[src/rtl/mips_dbg_pkg.sv]
// Shared definitions for the MIPS debug/snapshot blocks: FSM state encoding,
// halt cause codes and default data/index widths.
package mips_dbg_pkg;

    localparam int DBG_DATA_W = 32;
    localparam int DBG_ADDR_W = 5;

    typedef enum logic [1:0] {
        IDLE = 2'd0,
        RUN  = 2'd1,
        DUMP = 2'd2,
        DONE = 2'd3
    } dump_state_e;

    typedef logic [1:0] halt_cause_t;

    localparam halt_cause_t HALT_NONE    = 2'd0;
    localparam halt_cause_t HALT_TIMEOUT = 2'd1;
    localparam halt_cause_t HALT_STABLE  = 2'd2;
    localparam halt_cause_t HALT_FORCED  = 2'd3;

    function automatic logic state_is_busy(input dump_state_e s);
        return (s == RUN) || (s == DUMP);
    endfunction

endpackage

[src/rtl/reg_dump_unit_halt_detect.sv]
// Program-completion detector: saturating cycle and PC-stable counters plus
// prioritised trigger (forced > pc_stable > timeout) and cause encoding.
module halt_detect
    import mips_dbg_pkg::*;
#(
    parameter int DATA_W         = DBG_DATA_W,
    parameter int TIMEOUT_CYCLES = 4100,
    parameter int STABLE_CYCLES  = 4
) (
    input  logic              clk,
    input  logic              rst_n,
    input  logic              i_clear,
    input  logic              i_run,
    input  logic              i_force,
    input  logic [DATA_W-1:0] i_pc,
    output logic              o_trigger,
    output halt_cause_t       o_cause
);

    localparam int CYC_W = (TIMEOUT_CYCLES > 0) ? $clog2(TIMEOUT_CYCLES + 1) : 1;
    localparam int STB_W = $clog2(STABLE_CYCLES + 1);
    localparam bit TO_EN = (TIMEOUT_CYCLES > 0);

    localparam logic [CYC_W-1:0] CYC_ZERO  = {CYC_W{1'b0}};
    localparam logic [CYC_W-1:0] CYC_ONE   = CYC_W'(1);
    localparam logic [CYC_W-1:0] CYC_MAX   = {CYC_W{1'b1}};
    localparam logic [CYC_W-1:0] CYC_LIMIT = TO_EN ? CYC_W'(TIMEOUT_CYCLES - 1) : CYC_MAX;
    localparam logic [STB_W-1:0] STB_ZERO  = {STB_W{1'b0}};
    localparam logic [STB_W-1:0] STB_ONE   = STB_W'(1);
    localparam logic [STB_W-1:0] STB_MAX   = {STB_W{1'b1}};
    localparam logic [STB_W-1:0] STB_LIMIT = STB_W'(STABLE_CYCLES);

    logic [CYC_W-1:0]  r_cyc;
    logic [STB_W-1:0]  r_stable;
    logic [DATA_W-1:0] r_prev_pc;

    logic [CYC_W-1:0]  w_cyc_next;
    logic [STB_W-1:0]  w_stable_next;
    logic              w_hit_stable;
    logic              w_hit_timeout;

    // Next values of the saturating counters and the raw trigger conditions.
    always_comb begin
        w_cyc_next    = (r_cyc == CYC_MAX) ? CYC_MAX : (r_cyc + CYC_ONE);
        w_stable_next = STB_ONE;
        if (i_pc != r_prev_pc) begin
            w_stable_next = STB_ONE;
        end else if (r_stable == STB_MAX) begin
            w_stable_next = STB_MAX;
        end else begin
            w_stable_next = r_stable + STB_ONE;
        end
        // The stable count is judged on this cycle's updated value so that a PC
        // held for STABLE_CYCLES consecutive cycles triggers on the last of them.
        w_hit_stable  = (w_stable_next == STB_LIMIT);
        w_hit_timeout = TO_EN && (r_cyc == CYC_LIMIT);
    end

    // Trigger priority and cause encoding, only meaningful while running.
    always_comb begin
        o_trigger = 1'b0;
        o_cause   = HALT_NONE;
        if (!i_run) begin
            o_trigger = 1'b0;
            o_cause   = HALT_NONE;
        end else if (i_force) begin
            o_trigger = 1'b1;
            o_cause   = HALT_FORCED;
        end else if (w_hit_stable) begin
            o_trigger = 1'b1;
            o_cause   = HALT_STABLE;
        end else if (w_hit_timeout) begin
            o_trigger = 1'b1;
            o_cause   = HALT_TIMEOUT;
        end else begin
            o_trigger = 1'b0;
            o_cause   = HALT_NONE;
        end
    end

    // Previous-cycle PC for change detection.
    always_ff @(posedge clk or negedge rst_n) begin
        if (!rst_n) begin
            r_prev_pc <= {DATA_W{1'b0}};
        end else begin
            r_prev_pc <= i_pc;
        end
    end

    // Cycle and stable counters: cleared on arm, advanced while running.
    always_ff @(posedge clk or negedge rst_n) begin
        if (!rst_n) begin
            r_cyc    <= CYC_ZERO;
            r_stable <= STB_ZERO;
        end else if (i_clear) begin
            r_cyc    <= CYC_ZERO;
            r_stable <= STB_ZERO;
        end else if (i_run) begin
            r_cyc    <= w_cyc_next;
            r_stable <= w_stable_next;
        end else begin
            r_cyc    <= r_cyc;
            r_stable <= r_stable;
        end
    end

endmodule

[src/rtl/reg_dump_unit.sv]
// End-of-run register snapshot engine: waits for a halt trigger, then streams
// the final PC and every register-file entry over a valid/ready port.
module reg_dump_unit
    import mips_dbg_pkg::*;
#(
    parameter int DATA_W         = DBG_DATA_W,
    parameter int NUM_REGS       = 32,
    parameter int ADDR_W         = DBG_ADDR_W,
    parameter int TIMEOUT_CYCLES = 4100,
    parameter int STABLE_CYCLES  = 4
) (
    input  logic              clk,
    input  logic              rst_n,
    input  logic              arm,
    input  logic              force_dump,
    input  logic [DATA_W-1:0] pc_in,
    output logic [ADDR_W-1:0] rf_rd_addr,
    input  logic [DATA_W-1:0] rf_rd_data,
    output logic              dump_valid,
    input  logic              dump_ready,
    output logic              dump_is_pc,
    output logic [ADDR_W-1:0] dump_idx,
    output logic [DATA_W-1:0] dump_data,
    output logic              dump_last,
    output logic              busy,
    output logic              done,
    output logic [1:0]        halt_cause
);

    localparam logic [ADDR_W-1:0] IDX_ZERO = {ADDR_W{1'b0}};
    localparam logic [ADDR_W-1:0] IDX_ONE  = ADDR_W'(1);
    localparam logic [ADDR_W-1:0] IDX_LAST = ADDR_W'(NUM_REGS - 1);

    dump_state_e       r_state;
    dump_state_e       w_state_next;

    logic              r_dump_valid;
    logic              r_dump_is_pc;
    logic [ADDR_W-1:0] r_dump_idx;
    logic [DATA_W-1:0] r_dump_data;
    logic              r_dump_last;
    logic [ADDR_W-1:0] r_next_idx;
    logic              r_more;
    logic              r_busy;
    logic              r_done;
    halt_cause_t       r_halt_cause;

    logic              w_arm_ok;
    logic              w_run;
    logic              w_load;
    logic              w_dump_end;
    logic              w_trigger;
    halt_cause_t       w_cause;

    assign w_arm_ok   = arm && ((r_state == IDLE) || (r_state == DONE));
    assign w_run      = (r_state == RUN);
    assign w_load     = !r_dump_valid || dump_ready;
    // With no registers left to load, the beat on the port is the last one.
    assign w_dump_end = (r_state == DUMP) && w_load && !r_more;

    halt_detect #(
        .DATA_W         (DATA_W),
        .TIMEOUT_CYCLES (TIMEOUT_CYCLES),
        .STABLE_CYCLES  (STABLE_CYCLES)
    ) u_halt_detect (
        .clk       (clk),
        .rst_n     (rst_n),
        .i_clear   (w_arm_ok),
        .i_run     (w_run),
        .i_force   (force_dump),
        .i_pc      (pc_in),
        .o_trigger (w_trigger),
        .o_cause   (w_cause)
    );

    // FSM state register.
    always_ff @(posedge clk or negedge rst_n) begin
        if (!rst_n) begin
            r_state <= IDLE;
        end else begin
            r_state <= w_state_next;
        end
    end

    // FSM next-state logic.
    always_comb begin
        w_state_next = r_state;
        case (r_state)
            IDLE: begin
                if (arm) w_state_next = RUN;
                else     w_state_next = IDLE;
            end
            RUN: begin
                if (w_trigger) w_state_next = DUMP;
                else           w_state_next = RUN;
            end
            DUMP: begin
                if (w_dump_end) w_state_next = DONE;
                else            w_state_next = DUMP;
            end
            DONE: begin
                if (arm) w_state_next = RUN;
                else     w_state_next = DONE;
            end
            default: w_state_next = IDLE;
        endcase
    end

    // Output stage: PC beat loaded on the trigger, then one register per accept.
    always_ff @(posedge clk or negedge rst_n) begin
        if (!rst_n) begin
            r_dump_valid <= 1'b0;
            r_dump_is_pc <= 1'b0;
            r_dump_idx   <= IDX_ZERO;
            r_dump_data  <= {DATA_W{1'b0}};
            r_dump_last  <= 1'b0;
            r_next_idx   <= IDX_ZERO;
            r_more       <= 1'b0;
        end else begin
            case (r_state)
                RUN: begin
                    if (w_trigger) begin
                        r_dump_valid <= 1'b1;
                        r_dump_is_pc <= 1'b1;
                        r_dump_idx   <= IDX_ZERO;
                        r_dump_data  <= pc_in;
                        r_dump_last  <= 1'b0;
                        r_next_idx   <= IDX_ZERO;
                        r_more       <= 1'b1;
                    end else begin
                        r_dump_valid <= r_dump_valid;
                    end
                end
                DUMP: begin
                    if (w_load && r_more) begin
                        r_dump_valid <= 1'b1;
                        r_dump_is_pc <= 1'b0;
                        r_dump_idx   <= r_next_idx;
                        r_dump_data  <= rf_rd_data;
                        r_dump_last  <= (r_next_idx == IDX_LAST);
                        r_more       <= (r_next_idx != IDX_LAST);
                        // Address parks on the final index once it has been read.
                        r_next_idx   <= (r_next_idx == IDX_LAST) ? r_next_idx : (r_next_idx + IDX_ONE);
                    end else if (w_load) begin
                        r_dump_valid <= 1'b0;
                        r_dump_last  <= 1'b0;
                    end else begin
                        r_dump_valid <= r_dump_valid;
                    end
                end
                default: begin
                    r_dump_valid <= r_dump_valid;
                end
            endcase
        end
    end

    // Status flags and the latched halt cause.
    always_ff @(posedge clk or negedge rst_n) begin
        if (!rst_n) begin
            r_busy       <= 1'b0;
            r_done       <= 1'b0;
            r_halt_cause <= HALT_NONE;
        end else begin
            r_busy <= state_is_busy(w_state_next);
            r_done <= (w_state_next == DONE);
            if (w_arm_ok) begin
                r_halt_cause <= HALT_NONE;
            end else if (w_run && w_trigger) begin
                r_halt_cause <= w_cause;
            end else begin
                r_halt_cause <= r_halt_cause;
            end
        end
    end

    assign rf_rd_addr = r_next_idx;
    assign dump_valid = r_dump_valid;
    assign dump_is_pc = r_dump_is_pc;
    assign dump_idx   = r_dump_idx;
    assign dump_data  = r_dump_data;
    assign dump_last  = r_dump_last;
    assign busy       = r_busy;
    assign done       = r_done;
    assign halt_cause = r_halt_cause;

endmodule
[config.mk]
export PLATFORM = sky130hd
export DESIGN_NAME = reg_dump_unit
export DESIGN_NICKNAME = d
export VERILOG_FILES = /design/src/rtl/mips_dbg_pkg.sv /design/src/rtl/reg_dump_unit_halt_detect.sv /design/src/rtl/reg_dump_unit.sv
export SDC_FILE = /design/constraint.sdc
export NUM_CORES = 1
export LEC_CHECK = 0
export BUFFER_PORTS_ARGS = -buffer_cell sky130_fd_sc_hd__buf_4
export CAP_MARGIN = 30
export CORE_MARGIN = 10
export CORE_UTILIZATION = 35
export CTS_BUF_LIST = sky130_fd_sc_hd__clkbuf_4
export DETAILED_ROUTE_END_ITERATION = 16
export PLACE_DENSITY_LB_ADDON = 0.1
export REMOVE_ABC_BUFFERS = 1
export SKIP_CTS_REPAIR_TIMING = 1
export SLEW_MARGIN = 20
export SYNTH_ARGS = -nofsm -noshare
export SYNTH_HDL_FRONTEND = slang
export SYNTH_SLANG_ARGS = --single-unit
[constraint.sdc]
create_clock -name clk -period 3.5 [get_ports clk]
set_clock_uncertainty 0.2 [all_clocks]
set_input_delay 0 -clock clk [delete_from_list [all_inputs] [get_ports clk]]
set_output_delay 0 -clock clk [all_outputs]
set_load 0.05 [all_outputs]
## Yosys cells after proc, flatten, opt, wreduce, memory -nomap -nowiden

Cells that the tools add are included.

| operators by class | value |
|---|---|
| $add $sub $neg | 3 |
| equal/unequal tests | 17 |
| multiplexer cells | 42 |
| reductions and logical operators | 17 |

Operator list:

| cell | number |
|---|---|
| 2-to-1 mux 32 bit | 2 |
| case mux 32 bit (2 select lines) | 1 |
| 2-to-1 mux 13 bit | 3 |
| inequality test 32 bit | 1 |
| equality test 13 bit (second input constant) | 2 |
| 2-to-1 mux 5 bit | 4 |
| case mux 5 bit (2 select lines) | 2 |
| 2-to-1 mux 1 bit | 14 |
| 2-to-1 mux 2 bit | 7 |
| adder 13 x 1 -> 13 bit (second input constant) | 1 |
| 2-to-1 mux 3 bit | 4 |
| equality test 2 bit (second input constant) | 4 |
| case mux 1 bit (2 select lines) | 4 |
| case mux 2 bit (4 select lines) | 1 |
| equality test 3 bit (second input constant) | 2 |
| AND reduction 3 bit | 2 |
| nonzero test 2 bit | 3 |
| adder 5 x 1 -> 5 bit (second input constant) | 1 |
| equality test 5 bit (second input constant) | 1 |
| logical AND 1 bit | 5 |
| inequality test 5 bit (second input constant) | 1 |
| equality test 2 x 1 -> 1 bit (second input constant) | 2 |
| inequality test 2 bit (second input constant) | 2 |
| AND reduction 4 bit | 1 |
| 6 further kinds | 9 |

| word-level totals | value |
|---|---|
| flip-flop bits (word level) | 100 |
| input bits | 69 |
| output and inout port bits | 49 |
| logic and storage cells | 93 |

## Depth between registers and ports, before layout

| depth | value |
|---|---|
| depth after elaboration | 11 |
| mapped depth | 10 |
| mapped depth without buffers | 9 |

## Cells and area by module

A second synthesis with hierarchy kept.

| second synthesis, totals | value |
|---|---|
| cells, all modules | 445 |
| area total of the unflattened synthesis | 4,720.8 µm² |

By module, submodules not included:

| module | times used | cells each | area each (µm²) | sequential area each (µm²) |
|---|---|---|---|---|
| reg_dump_unit | 1 | 259 | 2,568.7 | 1,301.2 |
| halt_detect | 1 | 186 | 2,152.1 | 1,201.2 |

## Worst setup path after synthesis

OpenSTA, ideal clock, no wires.

| timing | value |
|---|---|
| path type | register -> register |
| from | reg r_next_idx[0], in the netlist rf_rd_addr[0] |
| to | reg r_next_idx[3], in the netlist rf_rd_addr[3] |
| setup time | 124 ps |
| arrival | 2,111 ps |
| data required time | 3,176 ps |
| setup slack | 1,064 ps |
| stages on the path, launching flop included | 8 |
| buffers on the path | 0 |
| clock period less this slack | 2,436 ps |
| cells stage by stage | dfrtp_1 ha_1 and3_1 ha_1 nor2_1 nand4_1 nor2b_1 a211o_2 |

| between the ends | value |
|---|---|
| cells in the longest elaborated chain, start to end | 4 |
| elaborated cells on any way between the ends | 7 |
| those cells by class | add/sub: 1; eq/ne: 2; mux: 3; reduce/logical: 1 |

RTL lines:

| item | RTL line | RTL |
|---|---|---|
| start, declared | reg_dump_unit.sv:42 | `logic [ADDR_W-1:0] r_next_idx;` |
| start signal, assigned | reg_dump_unit.sv:143 | `r_next_idx <= (r_next_idx == IDX_LAST) ? r_next_idx : (r_next_idx + IDX_ONE);` |
| adder 5 x 1 -> 5 bit | reg_dump_unit.sv:143 |  |
| 2-to-1 mux 5 bit | reg_dump_unit.sv:143 |  |
| 2-to-1 mux 5 bit | reg_dump_unit.sv:135 | `if (w_load && r_more) begin` |
| case mux 5 bit (2 select lines) | reg_dump_unit.sv:120 | `case (r_state)` |

Parallel ways exist; a longest one is shown, timed or not. The select of a mux whose other input is x is not followed.
A chain may end at the register's enable or synchronous reset.

## Worst setup path after layout

| timing | value |
|---|---|
| from | reg u_halt_detect.r_prev_pc[1] |
| to | reg r_dump_data[0], in the netlist dump_data[0] |

| between the ends | value |
|---|---|
| cells in the longest elaborated chain, start to end | 8 |

RTL lines:

| item | RTL line | RTL |
|---|---|---|
| start, declared | reg_dump_unit_halt_detect.sv:35 | `logic [DATA_W-1:0] r_prev_pc;` |
| start signal, assigned | reg_dump_unit_halt_detect.sv:84 | `r_prev_pc <= {DATA_W{1'b0}};` |
| start signal, assigned | reg_dump_unit_halt_detect.sv:86 | `r_prev_pc <= i_pc;` |
| inequality test 32 bit | reg_dump_unit_halt_detect.sv:46 | `if (i_pc != r_prev_pc) begin` |
| 2-to-1 mux 3 bit | reg_dump_unit_halt_detect.sv:46 |  |
| equality test 3 bit | reg_dump_unit_halt_detect.sv:55 | `w_hit_stable = (w_stable_next == STB_LIMIT);` |
| 2-to-1 mux 1 bit | reg_dump_unit_halt_detect.sv:69 | `end else if (w_hit_stable) begin` |
| 2-to-1 mux 1 bit | reg_dump_unit_halt_detect.sv:66 | `end else if (i_force) begin` |
| 2-to-1 mux 1 bit | reg_dump_unit_halt_detect.sv:63 | `if (!i_run) begin` |
| inequality test 2 bit (no source line) | n/a |  |
| AND reduction 3 bit (no source line) | n/a |  |
| end signal, assigned | reg_dump_unit.sv:115 | `r_dump_data <= {DATA_W{1'b0}};` |
| end signal, assigned | reg_dump_unit.sv:126 | `r_dump_data <= pc_in;` |
| end signal, assigned | reg_dump_unit.sv:139 | `r_dump_data <= rf_rd_data;` |
| end, declared | reg_dump_unit.sv:40 | `logic [DATA_W-1:0] r_dump_data;` |

No other way between the ends.

==> results.cfg <==
[drt]
drc = 0
ant_nets = 0
drt_iter0_drc = 339
wirelength_um = 15400
vias_per_cell = 5.229
dr_total_vias = 4659
first_pass_iters = 5
wl_per_cell_um = 17.28

[setup_path]
cp-endpoint = dump_data[0]$_DFFE_PN0P_
cp-start-kind = register
path_class = reg2reg
cp.arrival_ps = 3190
end_kind = register
cp_max_fo = 22
crit_start = u_halt_detect.r_prev_pc[1]$_DFF_PN0_
r2r_cells = 8
cp.required_ps = 3710
worstReg2RegStart = u_halt_detect.r_prev_pc[1]$_DFF_PN0_
r2r-end = dump_data[0]$_DFFE_PN0P_
rrSetupSlack_ps = 520

[clocking]
clkLatencyLatePin_ps = 480
clockBufferDepth = 2
root_buffer = clkbuf_4
cts_tree = done
path_clk_slew_ps = 170
numCtsBuffers = 9
htreeDepth = 3
clock_sinks = 100

[sta]
rsz0062_at_grt = false
max_freq_mhz = 335.8
whs_ps = 108.0
worst_pin_slew_ps = 726.3
post-route-min-period_ps = 2978
drv_slew = 0
timing.final.crit_share_pct = 85.09
fin_ws_ps = 521.9
slew_headroom_pct = 51.42
setup_violations = 0
hold_viol = 0

[final_layout]
area_growth_pct = 45.11
n_antenna_cell = 0
post-route-util_pct = 52.05
drive_above_1_share_pct = 23.35
nets = 784
layout_commonest_cell = buf_4
mostFrequentLayoutCells = buf_4 (127), dlygate4sd3_1 (102), dfrtp_1 (100), nand2_1 (54), nand3_1 (37)
final_area_um2 = 7281

[grt]
grt_pass1_vias = 4448
grt_pass1_wl_um = 23520
overflow = 0
grt_usage_pct = 14.67
grt_max_degree = 69
antenna_found_initial = 0

[synth]
synth_area_leaders = dfrtp_1 (50%), a32oi_1 (5.9%), xor2_1 (5.6%)
yosysWarnings = 0
netlist_area_um2 = 5017
synth_cell_types = 51
synthAdderAreaFrac_pct = 2.244
syn_inst = 500
synth_top_family_by_area = simple AND/OR/NAND/NOR gates
synth-compound-area-share_pct = 14.26
synth.area.mux_share_pct = 0.4489
yosysSeqAreaShare_pct = 49.88
synth_top_area_share_pct = 49.88
yosys_register_bits = 100
synth_top_flop_cell = dfrtp_1
synth-edff-count = 0
synthSimpleGateAreaFrac_pct = 23.29
synth_xor_area_share_pct = 5.761
yosys.area.top_type = dfrtp_1
syn_area_per_cell_um2 = 10.03
synthArstFlopShare_pct = 100.0

[power]
finalPower_mw = 5.069
power_density_nw_per_um2 = 696.2
peakVddDrop_v = 0.0004019
p_leak_nw = 3.280

[place]
dp_slack_ps = 546.5
port_buffers = 117
dp_hpwl_um = 10080
place.gp.congestion = 0.7861
place_area_um2 = 6065

[floorplan]
die_width_um = 139.7
die_h_um = 139.7
rows = 43
start_util_pct = 35.87
core_um2 = 13990
ioPinCount = 118
die-area_um2 = 19520

[job]
cap_violations = 0

[min_path]
hp-class = in2reg
worstHoldStart = rf_rd_data[8]

[outcome]
outcome = finished, final reports clean
==> area by class of cell <==
class,instances,area [um^2]
clock buffers,9,67.56
flip-flops and latches,100,2502
repair buffers,231,2022
fillers,1271,6708
well taps,180,225.2
clock inverters,7,100.1
multi-input cells,356,2333
inverters,8,30.03
==> state kept, by name, summed over array words and instances, names as in the netlist <==
| name | cells |
|---|---|
| halt_cause | 2 |
| u_halt_detect.r_cyc | 13 |
| done | 1 |
| rf_rd_addr | 5 |
| dump_is_pc | 1 |
| dump_last | 1 |
| u_halt_detect.r_prev_pc | 32 |
| u_halt_detect.r_stable | 3 |
| r_more | 1 |
| dump_valid | 1 |
| busy | 1 |
| dump_idx | 5 |
| dump_data | 32 |
| r_state | 2 |
==> worst max-delay path, stage by stage (launching register included) <==
cell and delay, ps:
dfrtp_1 410, xor2_1 160, nor4_1 360, nand4_1 270, o31ai_2 490, o21a_2 450, buf_4 340, nand4_1 130
nand3_1 110
==> metrics by stage <==
stage | setup TNS (ps) | std cells
2_1_floorplan | -85.79 | 464
3_3_place_gp | 0 | 772
3_5_place_dp | 0 | 772
4_1_cts | 0 | 788
5_1_grt | 0 | 891
6_report | 0 | 891
==> synthesized netlist by cell type (9+ instances only) <==
library cell	number
a21oi_1	20
a32oi_1	34
clkbuf_1	27
dfrtp_1	100
ha_1	9
nand2_1	54
nand3_1	37
nand4_1	35
nor2_1	17
nor2b_1	33
nor4_1	10
o21ai_0	12
xor2_1	32
==> layer usage <==
layer / track usage [%] / wire length, um / vias to the layer above
met4: 3.859 / 244 / 0
met3: 5.546 / 724 / 20
met5: 0 / 0 / -
met1: 16.81 / 6589 / 2274
li1: - / - / 2254
met2: 25.02 / 7836 / 111
==> kinds of logic (layout without fill, tap and decap cells) <==
kind of cell               count (synthesis)  count (layout)
DFF                                      100             100
AOI/OAI and AO/OA                         95              95
and+or+nand+nor                          217             217
xor gates and xnor gates                  33              33
buffers and inverters                     44             255
muxes                                      2               2
adders and majority gates                  9               9
==> power by group <==
group / switching [mW] / internal [mW] / total [mW]
Clock: 0.415 / 0.293 / 0.708
Combinational: 1.80 / 0.896 / 2.70
Sequential: 0.229 / 1.43 / 1.66
==> worst min path at each step <==
stage	endpoint	slack, ps	cells past startpoint
6_report	dump_data[8]$_DFFE_PN0P_	110	4
5_1_grt	dump_data[8]$_DFFE_PN0P_	70	4
4_1_cts	u_halt_detect.r_prev_pc[16]$_DFF_PN0_	-600	1
3_5_place_dp	u_halt_detect.r_prev_pc[17]$_DFF_PN0_	-60	1
3_3_place_gp	u_halt_detect.r_prev_pc[30]$_DFF_PN0_	-60	1
2_1_floorplan	busy$_DFF_PN0_	-500	0
No activity file was read; power rests on OpenSTA's default activity.
